[src/rtl/rng_roll_ctrl.sv]
// rng_roll_ctrl
//   Dice-roll sequencer for the 4-bit random datapath. Issues advance pulses
//   to the LFSR at a slowing rate, latches each sample for display, keeps a
//   short history of final results and replays it on request.
//
//   state | meaning
//   ------+-----------------------------------------------------------
//   IDLE  | nothing rolled since reset, display blank (0)
//   ROLL  | stepping the LFSR, interval grows after every step
//   HOLD  | roll finished, last result frozen on the display
//   SHOW  | history replay, newest first, one entry per SHOW_PERIOD
//
// Ports
//   i_clk, i_rst        clock, synchronous active-high reset
//   i_start, i_stop     debounced keys, acted on at their rising edge
//   i_show              debounced key, level: replay while high
//   i_rand              current LFSR value
//   o_step              one-cycle advance pulse to the LFSR
//   o_out               displayed value
//   o_state             IDLE=0, ROLL=1, HOLD=2, SHOW=3
//   o_hist_cnt          number of valid history entries
module rng_roll_ctrl #(
    parameter int INIT_PERIOD = 4,
    parameter int PERIOD_INC  = 4,
    parameter int MAX_PERIOD  = 64,
    parameter int HIST_DEPTH  = 4,
    parameter int SHOW_PERIOD = 8
) (
    input  logic       i_clk,
    input  logic       i_rst,
    input  logic       i_start,
    input  logic       i_stop,
    input  logic       i_show,
    input  logic [3:0] i_rand,
    output logic       o_step,
    output logic [3:0] o_out,
    output logic [1:0] o_state,
    output logic [2:0] o_hist_cnt
);

    localparam int CW = $clog2(MAX_PERIOD + 1);
    localparam int IW = (HIST_DEPTH > 1) ? $clog2(HIST_DEPTH) : 1;
    localparam int SW = $clog2(SHOW_PERIOD + 1);

    localparam logic [1:0] ST_IDLE = 2'd0;
    localparam logic [1:0] ST_ROLL = 2'd1;
    localparam logic [1:0] ST_HOLD = 2'd2;
    localparam logic [1:0] ST_SHOW = 2'd3;

    logic [1:0]    state;
    logic          start_q, stop_q;
    logic          start_rise, stop_rise;
    logic [CW-1:0] period, cnt;
    logic [CW:0]   next_period;
    logic          tick, finish;
    logic [3:0]    out_q;
    logic [3:0]    hist [HIST_DEPTH];
    logic [2:0]    hist_cnt;
    logic [IW-1:0] idx;
    logic [SW-1:0] show_cnt;
    logic          push_en;
    logic [3:0]    push_val;

    assign start_rise  = i_start & ~start_q;
    assign stop_rise   = i_stop & ~stop_q;
    assign tick        = (state == ST_ROLL) && (cnt == period - CW'(1));
    // One bit wider so the overshoot past MAX_PERIOD cannot wrap.
    assign next_period = {1'b0, period} + (CW+1)'(PERIOD_INC);
    assign finish      = next_period > (CW+1)'(MAX_PERIOD);

    // A restart swallows a coincident tick: no advance, no latch.
    assign o_step = tick & ~start_rise;

    // On a tick the freshly latched sample is the one recorded.
    assign push_en  = (state == ST_ROLL) && !start_rise && (stop_rise || (tick && finish));
    assign push_val = tick ? i_rand : out_q;

    assign o_out      = (state == ST_SHOW) ? hist[idx] : out_q;
    assign o_state    = state;
    assign o_hist_cnt = hist_cnt;

    always_ff @(posedge i_clk) begin
        if (i_rst) begin
            state    <= ST_IDLE;
            start_q  <= 1'b0;
            stop_q   <= 1'b0;
            period   <= '0;
            cnt      <= '0;
            out_q    <= '0;
            idx      <= '0;
            show_cnt <= '0;
        end else begin
            start_q <= i_start;
            stop_q  <= i_stop;
            case (state)
                ST_IDLE, ST_HOLD: begin
                    if (start_rise) begin
                        state  <= ST_ROLL;
                        period <= CW'(INIT_PERIOD);
                        cnt    <= '0;
                    end else if (i_show && hist_cnt != 3'd0) begin
                        state    <= ST_SHOW;
                        idx      <= '0;
                        show_cnt <= '0;
                    end
                end
                ST_ROLL: begin
                    if (start_rise) begin
                        period <= CW'(INIT_PERIOD);
                        cnt    <= '0;
                    end else if (tick) begin
                        out_q <= i_rand;
                        cnt   <= '0;
                        if (stop_rise || finish) begin
                            state <= ST_HOLD;
                        end else begin
                            period <= next_period[CW-1:0];
                        end
                    end else if (stop_rise) begin
                        state <= ST_HOLD;
                    end else begin
                        cnt <= cnt + CW'(1);
                    end
                end
                ST_SHOW: begin
                    if (start_rise) begin
                        state  <= ST_ROLL;
                        period <= CW'(INIT_PERIOD);
                        cnt    <= '0;
                    end else if (!i_show) begin
                        state <= ST_HOLD;
                        out_q <= hist[0];
                    end else if (show_cnt == SW'(SHOW_PERIOD - 1)) begin
                        show_cnt <= '0;
                        if (3'(idx) == hist_cnt - 3'd1) begin
                            idx <= '0;
                        end else begin
                            idx <= idx + IW'(1);
                        end
                    end else begin
                        show_cnt <= show_cnt + SW'(1);
                    end
                end
                default: state <= ST_IDLE;
            endcase
        end
    end

    // History shift register, newest entry at hist[0].
    always_ff @(posedge i_clk) begin
        if (i_rst) begin
            for (int i = 0; i < HIST_DEPTH; i++) hist[i] <= '0;
            hist_cnt <= '0;
        end else if (push_en) begin
            for (int i = HIST_DEPTH - 1; i > 0; i--) hist[i] <= hist[i-1];
            hist[0] <= push_val;
            if (hist_cnt != 3'(HIST_DEPTH)) hist_cnt <= hist_cnt + 3'd1;
        end
    end

endmodule
[config.mk]
export PLATFORM = sky130hd
export DESIGN_NAME = rng_roll_ctrl
export DESIGN_NICKNAME = d
export VERILOG_FILES = /design/src/rtl/rng_roll_ctrl.sv
export SDC_FILE = /design/constraint.sdc
export NUM_CORES = 1
export LEC_CHECK = 0
export CORE_ASPECT_RATIO = 1.5
export CORE_MARGIN = 3
export CORE_UTILIZATION = 43
export DETAILED_ROUTE_END_ITERATION = 8
export GPL_TIMING_DRIVEN = 0
export SETUP_SLACK_MARGIN = 0.05
export SLEW_MARGIN = 25
export SYNTH_ARGS = -nofsm -noshare
export SYNTH_HDL_FRONTEND = slang
export SYNTH_SLANG_ARGS = --single-unit
[constraint.sdc]
create_clock -name i_clk -period 3.1 [get_ports i_clk]
set_input_delay 0.62 -clock i_clk [delete_from_list [all_inputs] [get_ports i_clk]]
set_output_delay 0.62 -clock i_clk [all_outputs]
set_load 0.1 [all_outputs]
==> summary.md <==
| Metric | Value |
|---|---|
| Hold_sp | `show_cnt[3]$_SDFFE_PP0P_` |
| Core area | `approximately 5600 um^2` |
| Mapped Area | `2520 um^2` |
| Buf/Inv on CP | `2` |
| DP Worst Slack | `-536.4 ps` |
| Simple-Gate Fraction of Synth Area | `0.2031` |
| Post-route ant nets | `0` |
| WS Path Type | `reg -> out` |
| Hold Buf Count CTS | `0` |
| Initial Util | `0.4521` |
| Worst path arrival time | `2320 ps` |
| First-pass GRT wire length | `8611 um` |
| Clk slew on worst S/H paths | `~90 ps` |
| Post-Synth XOR/XNOR Area | `0.05561` |
| Clk buf depth | `2` |
| Worst-path maximum fanout | `6` |
| Fillers | `560` |
| Share of layout cells above drive strength 1 | `0.1378` |
| Setup Skew | `17.25 ps` |
| Rows | `33` |
| Iter 0 DRT Violations | `39` |
| Fin. max-slew vios | `0` |
| Yosys cell types | `46` |
| Total global-route track usage | `0.1632` |
| Post-layout minimum cycle time | `2936 ps` |
| Compound-cell area share of the yosys netlist | `0.1346` |
| Initial antenna violation count | `0` |
| Largest net degree at the start of global routing | `17` |
| Post-DP HPWL | `around 3700 um` |
| Hold EP | `show_cnt[3]$_SDFFE_PP0P_` |
| Startpoint Class | `register` |
| Clock tree sinks | `47` |
| Synth Net Count | `274` |
| Skew-Pair Late Insertion Delay | `300 ps` |
| Final Total Pwr | `around 1100 uW` |
| Avg Vias per Cell | `~5.2` |
| P_leak | `between 0.001 and 0.0015 uW` |
| PortBufs | `17` |
| Multi-input logic area | `about 1300 um^2` |
| Hold depth | `2` |
| Area grow syn2layout | `14.80%` |
| Yosys warns | `0` |
| DIE AREA | `6834 um^2` |
| Top delay family on crit path | `compound AO/OA/AOI/OAI gates` |
| Main synth FF type | `dfxtp_1` |
| EDFF count, synth | `16` |
| Post-DR wirelength/cell | `14.07 um` |
| R2R setup slack | `320 ps` |
| I/O pin count | `19` |
| Vias in the first global route | `between 1.5k and 2k` |
| Routability cong. | `0.7267` |
| FF-to-FF path depth | `8` |
| Grt ovf | `0` |
| # setup viols final | `0` |
| N_diodes | `0` |
| Die span in y | `about 100 um` |
| CTS buffer count | `5` |
| Max-slew headroom | `0.3555` |
| Hold Slack | `493.0 ps` |
| Path type of the worst min-delay path | `reg -> reg` |
| Period utilization | `0.9470` |
| Pre-antenna DRT Iters | `4` |
| TritonCTS clock tree | `yes` |
| Clk root buf | `clkbuf_8` |
| RSZ-0062 raised after global routing | `false` |
| Crit path cell chain | `inv_1, ha_1, o21ba_1, a221o_1, a211oi_4, nor2b_4, buf_8` |
| DIE WIDTH | `68.51 um` |
| Largest family of logic cells by synthesized area | `simple AND/OR/NAND/NOR gates` |
| Average instance area after synthesis | `9.805 um^2` |
| Ys async rst share | `0` |
| Critical path required time | `between 2000 and 2500 ps` |
| Reg-to-Reg Start | `period[2]$_SDFFE_PP0P_` |
| Number of cells produced by synthesis | `about 260` |
| Worst slew pin tran | `a little under 1000 ps` |
| Nets@finish | `299` |
| Final setup margin | `164.3 ps` |
| Final hold vios | `0` |
| FF/Latch Area | `1102 um^2` |
| Worst r2r dst | `hist[2][2]$_SDFFCE_PN0P_` |
| H-tree Lvls | `2` |
| DR WL met3 | `140 um` |
| Register area share after synthesis | `0.4369` |
| Total wire length | `4968 um` |
| Maxcap violations | `0` |
| Max Used Layer | `met4` |
| Pwr per Cell Area | `about 400 nW/um^2` |
| Status | `complete, no violations` |
| Fmax achieved | `0.3406 GHz` |
| Max incr delay on CP | `approximately 430 ps` |
| Routed length on met2 | `2578 um` |
| Mux cell area share after synthesis | `0.08937` |
| Slowest CP cell | `a221o_1` |
| Adder-cell area share of the yosys netlist | `0.03972` |
| #FFs+latches synth | `47` |
| Via count | `roughly 1.8k` |
| WL met1 | `2188 um` |
| CP Capture Type | `output pin` |
| Peak supply drop | `~230 uV` |
| # DRC | `0` |
-- metrics by stage --
step                      TNS, ps    util  instances  cell area (um^2)
after global routing            0  0.5190        353              2893
after CTS                       0  0.5160        352              2877
final                           0  0.5190        353              2893
after global placement      -1038  0.4997        344              2785
after detailed placement    -1049  0.4997        344              2785
after floorplan                 0       -        257              2527
-- routing by layer --
layer | vias to the layer above | global-route usage
met5 | - | 0
met3 | 5 | 0.03051
met4 | 0 | 0.05054
met2 | 21 | 0.2730
met1 | 861 | 0.2072
li1 | 954 | -
-- cells in the final DEF, fill, tap and decap left out, types with 2 or more instances in the layout --
master	n
nor3_1	3
o21ai_1	4
and2_1	10
o21ai_0	9
mux2_2	4
and3_1	3
dfxtp_1	30
ha_1	8
or3_1	2
a31oi_1	2
edfxtp_1	16
mux2i_1	9
a31o_2	2
buf_4	3
inv_1	13
nand3_1	7
nor2_1	30
clkbuf_1	4
clkinv_2	3
mux4_2	4
clkdlybuf4s50_1	12
clkdlybuf4s18_2	3
xor2_1	8
a21oi_1	16
a211oi_1	6
xnor2_1	8
nand2b_1	9
nand2_2	2
nor2b_1	4
nand4_1	5
nand2_1	15
clkbuf_8	5
buf_6	2
-- power by group --
part | total (uW) | switching, uW | internal, uW
logic | 127 | 82.9 | 44.0
registers | 664 | 12.6 | 652
clock network | 356 | 201 | 155
total | 1150 | 297 | 850
-- cells by family after synthesis --
kind of cell	count (synthesis)
AOI/OAI and AO/OA	49
muxes	17
adders and majority gates	8
xor gates and xnor gates	16
and+or+nand+nor	98
DFF	47
buffers and inverters	22
-- timing repair --
item                       in CTS  in global routing
setup endpoints to repair       5                 21
gates resized for setup        20                  6
pin swaps                       0                  1
buffers inserted                0                  2
-- flip-flops by register name, summed over array words and instances, names as in the netlist, named ones only --
name,count
cnt,7
hist,16
idx,2
o_hist_cnt,3
o_state,2
out_q,4
period,5
show_cnt,4
start_q,1
stop_q,1
-- cell type report --
class,instances,area share
Timing Repair Buffer,19,0.06618
Tap cell,70,0.03028
Inverter,13,0.01687
Clock inverter,3,0.005190
Sequential cell,47,0.3811
Multi-Input combinational cell,188,0.4593
Clock buffer,5,0.02379
Buffer,8,0.01730
-- cells in the mapped netlist, types with 2 or more instances --
cell | instances | area share
o21ai_1 | 4 | 0.0079
inv_1 | 13 | 0.019
ha_1 | 8 | 0.040
mux2_2 | 4 | 0.018
mux2i_1 | 9 | 0.036
a31o_2 | 2 | 0.0070
nor2b_1 | 5 | 0.012
nand3_1 | 7 | 0.014
a211oi_1 | 6 | 0.018
o21ai_0 | 9 | 0.018
and3_1 | 3 | 0.0074
or3_1 | 2 | 0.0050
mux4_2 | 4 | 0.036
nand2_1 | 17 | 0.025
xnor2_1 | 8 | 0.028
nand2b_1 | 9 | 0.022
and2_1 | 10 | 0.025
clkbuf_1 | 5 | 0.0074
nand4_1 | 5 | 0.012
xor2_1 | 8 | 0.028
a31oi_1 | 2 | 0.0050
dfxtp_1 | 31 | 0.25
a21oi_1 | 16 | 0.032
nor3_1 | 3 | 0.0060
buf_6 | 2 | 0.0089
edfxtp_1 | 16 | 0.19
nor2_1 | 30 | 0.045
-- worst max path at each step --
stage,cells past startpoint,slack [ps],start,to
after floorplan,3,260,o_state[0]$_SDFFE_PP0P_,o_step
after global routing,7,60,period[2]$_SDFFE_PP0P_,o_step
after CTS,5,100,o_state[1]$_SDFFE_PP0P_,o_out[0]
after detailed placement,7,-540,period[2]$_SDFFE_PP0P_,o_step
final,7,160,period[2]$_SDFFE_PP0P_,o_step
after global placement,7,-520,period[2]$_SDFFE_PP0P_,o_step
-- worst min-delay path: cells and delay by family, from the launching register on --
kind / cells / cell delay (ps)
compound gates: 2 / 130
flops: 1 / 320
No activity file was read; power rests on OpenSTA's default activity.
